`config.mk`:
```
export PLATFORM = sky130hd
export DESIGN_NAME = reg_bank
export DESIGN_NICKNAME = d
export VERILOG_FILES = /design/src/rtl/reg_bank_pkg.sv /design/src/rtl/reg_cell.sv /design/src/rtl/reg_bank.sv
export SDC_FILE = /design/constraint.sdc
export NUM_CORES = 1
export LEC_CHECK = 0
export ABC_AREA = 0
export CELL_PAD_IN_SITES_DETAIL_PLACEMENT = 0
export CELL_PAD_IN_SITES_GLOBAL_PLACEMENT = 1
export CORE_AREA = 2 2 424 426
export DETAILED_ROUTE_END_ITERATION = 10
export DIE_AREA = 0 0 426 428
export PLACE_DENSITY_LB_ADDON = 0.1
export SLEW_MARGIN = 20
export SYNTH_ARGS = -nofsm -noshare
export SYNTH_HDL_FRONTEND = slang
export SYNTH_HIERARCHICAL = 1
export SYNTH_SLANG_ARGS = --single-unit
```
`constraint.sdc`:
```
create_clock -name clk -period 3 [get_ports clk]
set_input_delay 0.3 -clock clk [delete_from_list [all_inputs] [get_ports clk]]
set_output_delay 0.3 -clock clk [all_outputs]
set_load 0.005 [all_outputs]
```
`src/rtl/reg_bank_pkg.sv`:
```
// Shared CPU register-file constants and flat-bus slicing helper.
// Latency: n/a (declarations only).
// Backpressure: n/a.
package reg_bank_pkg;

    localparam int DATA_W_DEF = 32;
    localparam int ADDR_W_DEF = 5;
    localparam int NUM_REGS   = 32;

    // Architectural zero register; never stored, never counted.
    localparam logic [4:0] REG_ZERO = 5'd0;

    // Width of one register slice on the flat o_regs bus; the ID-stage mux
    // wiring uses the same stride so both sides agree on slice k placement.
    localparam int SLICE_STRIDE = DATA_W_DEF;

    // Low bit of register k on the flat bus.
    function automatic int slice_lo(input int k);
        return k * SLICE_STRIDE;
    endfunction

endpackage

```
`src/rtl/reg_cell.sv`:
```
// One architectural register: DATA_W flops with load enable.
// Latency: 1 cycle from i_en/i_d to o_q.
// Backpressure: none; a load is always accepted.
module reg_cell #(
    parameter int DATA_W = 32
) (
    input  logic              clk,
    input  logic              reset_n,
    input  logic              i_en,
    input  logic [DATA_W-1:0] i_d,
    output logic [DATA_W-1:0] o_q
);

    // Hold state unless loaded; async clear wins over everything.
    always_ff @(posedge clk or negedge reset_n) begin
        if (!reset_n) begin
            o_q <= '0;
        end else if (i_en) begin
            o_q <= i_d;
        end
    end

endmodule

```
`src/rtl/reg_bank.sv`:
```
// 32x32 register bank: one WB write/cycle, all entries driven flat to ID muxes.
// Latency: write visible next cycle; same cycle on the write-through path.
// Backpressure: none; every enabled write to a nonzero register commits.
module reg_bank
    import reg_bank_pkg::*;
#(
    parameter int DATA_W        = DATA_W_DEF,
    parameter int ADDR_W        = ADDR_W_DEF,
    parameter int WRITE_THROUGH = 1
) (
    input  logic                         clk,
    input  logic                         reset_n,
    input  logic                         i_we,
    input  logic [ADDR_W-1:0]            i_wr_addr,
    input  logic [DATA_W-1:0]            i_wr_data,
    output logic [DATA_W*(2**ADDR_W)-1:0] o_regs,
    output logic [15:0]                  o_wr_count,
    output logic                         o_wr_ovf
);

    localparam int NUM_ENT = 2 ** ADDR_W;

    logic                                wr_commit;
    logic [NUM_ENT-1:1]                  cell_en;
    logic [NUM_ENT-1:1][DATA_W-1:0]      stored;

    // Writes to the zero register are dropped here, so neither storage nor
    // counter nor forwarding ever sees them. Holding reset also blocks the
    // forward path so the outputs read zero while reset is low.
    assign wr_commit = reset_n && i_we && (i_wr_addr != ADDR_W'(REG_ZERO));

    // One-hot write decode over entries 1..NUM_ENT-1.
    always_comb begin
        cell_en = '0;
        for (int k = 1; k < NUM_ENT; k++) begin
            cell_en[k] = wr_commit && (i_wr_addr == ADDR_W'(k));
        end
    end

    // Entry 0 is a constant and has no storage.
    for (genvar k = 1; k < NUM_ENT; k++) begin : g_cell
        reg_cell #(
            .DATA_W (DATA_W)
        ) u_cell (
            .clk     (clk),
            .reset_n (reset_n),
            .i_en    (cell_en[k]),
            .i_d     (i_wr_data),
            .o_q     (stored[k])
        );
    end

    // Flat output bus; the entry being written shows the incoming data when
    // forwarding is enabled, which matches the value stored after the edge.
    always_comb begin
        o_regs = '0;
        for (int k = 1; k < NUM_ENT; k++) begin
            if ((WRITE_THROUGH != 0) && cell_en[k]) begin
                o_regs[k*DATA_W +: DATA_W] = i_wr_data;
            end else begin
                o_regs[k*DATA_W +: DATA_W] = stored[k];
            end
        end
    end

    // Committed-write counter with sticky wrap flag.
    always_ff @(posedge clk or negedge reset_n) begin
        if (!reset_n) begin
            o_wr_count <= '0;
            o_wr_ovf   <= 1'b0;
        end else if (wr_commit) begin
            o_wr_count <= o_wr_count + 16'd1;
            if (o_wr_count == 16'hFFFF) begin
                o_wr_ovf <= 1'b1;
            end
        end
    end

endmodule

```
-- Word level (Yosys, flattened, before mapping)
Index checks and enable logic that the tools add are counted.
Widths: inputs -> output; s select.
- bits in registers: 1009
- bits of input ports: 40
- output and inout bits: 1041
- logic and storage cells: 132
- add/sub/neg operators: 1
- eq/ne operators: 32
- muxes and demuxes: 31
- reduce and logical (&&, ||, !) cells: 35
- operators with widths (kind ; count):
    $mux 32 ; 31
    $eq 5x5->1 const B ; 16
    $eq 5x4->1 const B ; 8
    $logic_and 1x1->1 ; 33
    $eq 5x3->1 const B ; 4
    $add 16x1->16 const B ; 1
    $eq 16x16->1 const B ; 1
    $eq 5x2->1 const B ; 2
    $eq 5x1->1 const B ; 1
    $reduce_bool 5->1 ; 1
    $reduce_and 2->1 ; 1

-- Logic depth before layout (Yosys ltp)
- depth in word-level cells: 4
- depth in mapped cells: 10
- mapped depth without buffers: 5

-- Hierarchy
Netlist, hierarchy kept.
- by module, submodules not included (module ; instances ; cells an instance ; area an instance (µm²) ; seq. area each (µm²)):
    reg_cell ; 31 ; 68 ; 1345.0 ; 800.8
    reg_bank ; 1 ; 1352 ; 13351.6 ; 425.4

-- Least setup slack after synthesis
Ideal clock, no wire load.
- path type: input port to flip-flop
- start: input port i_wr_addr[4]
- end: register g_cell[2].u_cell.o_q[0]
- setup time: 125 ps
- data arrival time: 1961 ps
- data required time: 2875 ps
- slack: 914 ps
- stages on the path: 10
- buffers on the path: 5
- path through: and3b_1 buf_2 nand2b_4 or3_1 clkbuf_1 buf_2 inv_1 buf_6 buf_12 mux2_4
- cells in the longest elaborated chain, start to end: 4
- elaborated cells on any way between the ends: 5
- classes of those cells: eq/ne (1); mux (1); reduce/logical (3)
- RTL lines (what ; line ; RTL):
    start: declaration ; reg_bank.sv:14 ; input logic [ADDR_W-1:0] i_wr_addr,
    $reduce_bool 5->1 ; reg_bank.sv:30 ; assign wr_commit = reset_n && i_we && (i_wr_addr != ADDR_W'(REG_ZERO));
    $logic_and 1x1->1 ; reg_bank.sv:30 ;
    $logic_and 1x1->1 (*) ; reg_bank.sv:36 ; cell_en[k] = wr_commit && (i_wr_addr == ADDR_W'(k));
    net cell_en, one bit ; reg_bank.sv:24 ; logic [NUM_ENT-1:1] cell_en;
    $mux 32 (*) ; -- ;
    end signal: assignment ; reg_cell.sv:19 ; o_q <= i_d;
    end: declaration ; reg_cell.sv:11 ; output logic [DATA_W-1:0] o_q
Mark *: on every way through the listed nets, which the timed path passes. The rest lies on a longest branch.
A chain may end at the register's enable or synchronous reset.

-- Final worst setup path
- start: input port i_wr_addr[0]
- end: output port o_regs[564]
- cells in the longest elaborated chain, start to end: 4
- elaborated cells on any way between the ends: 5
- classes of those cells: eq/ne (1); mux (1); reduce/logical (3)
- RTL lines (what ; line ; RTL):
    $reduce_bool 5->1 ; reg_bank.sv:30 ;
    $logic_and 1x1->1 ; reg_bank.sv:30 ;
    $logic_and 1x1->1 (*) ; reg_bank.sv:36 ;
    $mux 32 (*) ; -- ;
    end: declaration ; reg_bank.sv:16 ; output logic [DATA_W*(2**ADDR_W)-1:0] o_regs,
Mark *: on every way between the ends. The rest lies on a longest branch, timed or not.

==> summary by stage <==
Run status
The run finished with clean final reports.

Routing
The total wire length is 225,000 um. Dividing the detail-routed wire length by the instance count gives 30.5 um. In the routed design, unresolved DRC markers number 0. The count of nets left with antenna violations once routing finished came out at 0. The number of vias per cell after detailed routing is 4.71. The violation count after the first detailed-route iteration is 1,742. The length of the first detailed-routing pass in iterations is 5. The total via count after detailed routing is 34,700.

Synthesis
During synthesis, Yosys emitted a total of 6 warnings. Ranked by total cell area, the synthesized netlist is headed by sky130_fd_sc_hd__dfrtp_1 46%, sky130_fd_sc_hd__mux2_4 25%, sky130_fd_sc_hd__mux2_2 20%. The cell count after synthesis came out at 3,460. The sequential-to-total area share from yosys stat is 0.459. Summing every instance area after synthesis gives 55,000 um2. sky130_fd_sc_hd__dfrtp_1 takes more of the synthesized area than any other cell. The average instance area after synthesis is 15.9 um2.

The synthesized netlist contains 32 unique library cells. Synthesis inferred 1,009 register bits. The fraction of post-synthesis cell area in the top cell type by area is 0.459.

STA
The worst-case clock skew is 0.00369 ns. The highest attainable clock frequency is 0.338 GHz. Setup repair after global routing could not meet its margin everywhere. The final-report hold violation count is 0.

The worst-case headroom to the max-slew limit is 0.373. For the pin with the worst max-slew slack, the measured transition is 0.940 ns. The period utilization is 0.987.

Setup violations remaining at the end of the flow were counted as 0. The number of pins exceeding their max-slew limit in the final report was 0. The clock period could shrink to 2.96 ns.

Die
The die height is 428 um. For this design the top-level I/O count stands at 1,081. The starting density of the core is 0.310. In this run the horizontal extent of the chip is 426 um. The region available for standard cell placement spans 178,000 um2. The placement row count is 155. The floorplan step defined a die boundary enclosing 182,000 um2.

Worst setup path
Data on the critical path arrives at its endpoint at 2.66 ns. In this run the critical register-to-register path is captured at o_wr_count[12]$_DFFE_PN0P_. The worst setup path is launched from a primary input. The critical path goes through clkdlybuf4s50_1, buf_6, nand2b_1, buf_4, or2_2, buf_12, mux2_2, clkdlybuf4s50_1. The required arrival time at the worst endpoint is 2.70 ns. For flop-to-flop paths, the worst setup slack is 1.39 ns. The cell occurring most often along the worst timing path is sky130_fd_sc_hd__clkdlybuf4s50_1.

The worst flop-to-flop path startpoint is o_wr_count[0]$_DFFE_PN0P_. In this run the worst path has a maximum fanout of 23. The kind of capture point of the worst setup path is a primary output. The maximum cell stage delay along the critical path is 0.61 ns.

For the worst flop-to-flop path, the logic depth is 5. For this design, the slowest cell found on the critical path is sky130_fd_sc_hd__clkdlybuf4s50_1. The startpoint-to-endpoint class of the critical path is primary input to primary output.

Pwr
The clock share of power is 0.378. Internal power comes to 31.8 mW. For this design the ratio of total power to cell area is 568 nW/um2.

Summed over all nets, the switching power comes to 11.9 mW. The share of power burned in combinational logic is 0.243. Of the total power, the share spent switching nets is 0.272. The sequential share of power is 0.378. Summing internal, switching and leakage power gives 43.7 mW. The worst ir drop on vdd is 0.000490 V. In this run the static leakage power is 37.4 nW.

Worst hold path
For hold timing, the worst endpoint is g_cell[22].u_cell/o_q[1]$_DFFE_PN0P_. In this run the most critical hold path is launched from i_wr_data[1]. The worst hold path cell count is 2.

The class of the tightest hold or removal check is primary input to register.

Layout
Leaving out fill and tap cells, the most frequent cell in the layout is sky130_fd_sc_hd__dfrtp_1. Of the cells placed in the final design, the portion with a size suffix greater than 1 is 0.563. In the layout the commonest cells are 1,009 x sky130_fd_sc_hd__dfrtp_1, 992 x sky130_fd_sc_hd__mux2_2, 932 x sky130_fd_sc_hd__mux2_4. Once layout is complete, the cells apart from fillers number 7,367.

The post-synthesis to final-layout area growth is 39.8%. The final-layout fill cell count is 16,400. The net count of the finished layout is 4,950.

Clock network
Clock tree synthesis found a total of 1,009 sinks. The clock root buffer is sky130_fd_sc_hd__clkbuf_16. TritonCTS built the clock tree.

The later pin in the worst-skew pair is clocked with a latency of 0.78 ns. The clock-pin slew on the worst setup and hold paths is 0.05 ns. The maximum clock path buffer count is 3.

Counting the buffers created by CTS gives 134. In this run the number of H-tree levels came out at 4.

Global route
The first-pass GRT wire length is 310,000 um. The total overflow left after global routing is 0. The number of antenna violations at the first check in global routing came to 15. In the global route stage, overall resource usage came out at 0.240. The via count of the first global-routing pass came to 36,500. The largest net degree at the start of global routing is 160.

Placement
In this run, placement finished with an instance count of 6,977. The final RePlAce weighted congestion is 0.792. The post-DP HPWL is 149,000 um. The count of input and output buffers is 1,048.

Run
Across the run, the number of max-cap violations was 0.
## sequential cells by signal, summed over array words and instances (netlist names)
| signal | count |
|---|---|
| g_cell.u_cell/o_q | 992 |
| o_wr_ovf | 1 |
| o_wr_count | 16 |
## through the flow
| step | hold slack (ns) | area, um2 | util | TNS (ns) | worst slack, ns |
|---|---|---|---|---|---|
| 6_report | 0.119 | 77000 | 0.433 | 0 | 0.0396 |
| 3_5_place_dp | 0.485 | 70500 | 0.397 | -79.69 | -0.390 |
| 5_1_grt | 0.0777 | 77000 | 0.433 | -0.0152 | -0.0106 |
| 3_3_place_gp | 0.471 | 70500 | 0.397 | -77.94 | -0.403 |
| 4_1_cts | 0.0587 | 76100 | 0.429 | -0.0197 | -0.00975 |
| 2_1_floorplan | 0.00441 | 55200 | - | 0 | 0.914 |
## worst max-delay path, delay by kind of cell
family | cells | cell delay, ns
simple gates | 2 | 0.45
mux | 1 | 0.25
buf+inv | 5 | 1.59
## what timing repair did
action / 4_1_cts / 5_1_grt
endpoints found under the setup margin: 724 / 263
endpoints found under the hold margin: 140 / 0
pin swaps: 10 / 5
gates cloned: 21 / 6
gates resized for setup: 340 / 102
buffers inserted: 71 / 48
hold buffers: 6 / 0
## synth_stat cells
cell type	instances
sky130_fd_sc_hd__dfrtp_1	1009
sky130_fd_sc_hd__mux2_2	991
sky130_fd_sc_hd__mux2_4	930
sky130_fd_sc_hd__clkbuf_1	113
sky130_fd_sc_hd__buf_12	93
sky130_fd_sc_hd__buf_2	79
sky130_fd_sc_hd__mux2_1	64
sky130_fd_sc_hd__buf_4	35
sky130_fd_sc_hd__buf_6	34
sky130_fd_sc_hd__nor2_1	24
sky130_fd_sc_hd__nand3_1	14
sky130_fd_sc_hd__nand2_1	13
sky130_fd_sc_hd__xnor2_1	11
sky130_fd_sc_hd__inv_1	10
sky130_fd_sc_hd__nand4_1	7
sky130_fd_sc_hd__nand2b_1	5
sky130_fd_sc_hd__xor2_1	4
sky130_fd_sc_hd__nor2_2	3
sky130_fd_sc_hd__nor3_1	3
sky130_fd_sc_hd__and3_1	2
sky130_fd_sc_hd__nor2b_1	2
sky130_fd_sc_hd__nor3_2	2
sky130_fd_sc_hd__or2_2	2
sky130_fd_sc_hd__or3_1	2
sky130_fd_sc_hd__a211o_1	1
sky130_fd_sc_hd__a21oi_1	1
sky130_fd_sc_hd__a41o_1	1
sky130_fd_sc_hd__and3b_1	1
sky130_fd_sc_hd__and4_1	1
sky130_fd_sc_hd__conb_1	1
sky130_fd_sc_hd__ha_1	1
sky130_fd_sc_hd__nand2b_4	1
## cells by family after synthesis
logic type / after synthesis / share of synthesized area
AO/OA/AOI/OAI: 3 / 0.000432
flip-flops: 1009 / 0.459
buffers and inverters: 364 / 0.0611
other: 1 / 0.0000681
multiplexers: 1985 / 0.469
XOR/XNOR: 15 / 0.00239
AND/OR/NAND/NOR: 82 / 0.00761
adder cells (fa/ha/maj): 1 / 0.000227
## metal layers
metal / vias up / GRT usage / share of wire
met5: - / 0 / 0
met4: 0 / 0.0945 / 0.042
met3: 287 / 0.0524 / 0.048
met2: 874 / 0.401 / 0.49
met1: 18300 / 0.301 / 0.42
li1: 15300 / - / -
## power by group through the flow
stage / sequential [mW] / combinational [mW] / clock (mW)
final: 16.5 / 10.6 / 16.5
after global routing: 16.7 / 11.2 / 17.6
after CTS: 16.5 / 10.9 / 17.0
after detailed placement: 16.7 / 11.1 / 0
after global placement: 16.7 / 11.1 / 0
after floorplan: 16.3 / 4.81 / 0
## area by class of cell
type	instances	area (um2)	area share
Antenna cell	4	10.0	0.000130
Clock buffer	198	4030	0.0524
Clock inverter	37	438	0.00569
Inverter	10	38.8	0.000504
Multi-Input combinational cell	2118	26900	0.349
Sequential cell	1009	25200	0.328
Tap cell	2355	2950	0.0383
Timing Repair Buffer	1636	17400	0.226
## worst max path at each step
stage,slack [ns],to,start,cells past startpoint
final,0.04,o_regs[564],i_wr_addr[0],8
after global routing,-0.01,o_regs[187],i_wr_addr[0],10
after CTS,-0.01,o_regs[77],i_wr_addr[0],8
after detailed placement,-0.39,o_regs[923],i_wr_addr[4],10
after global placement,-0.40,o_regs[923],i_wr_addr[4],10
after floorplan,0.91,g_cell[2].u_cell/o_q[0]$_DFFE_PN0P_,i_wr_addr[4],10
Note: power is estimated with default switching activity, not from simulation.
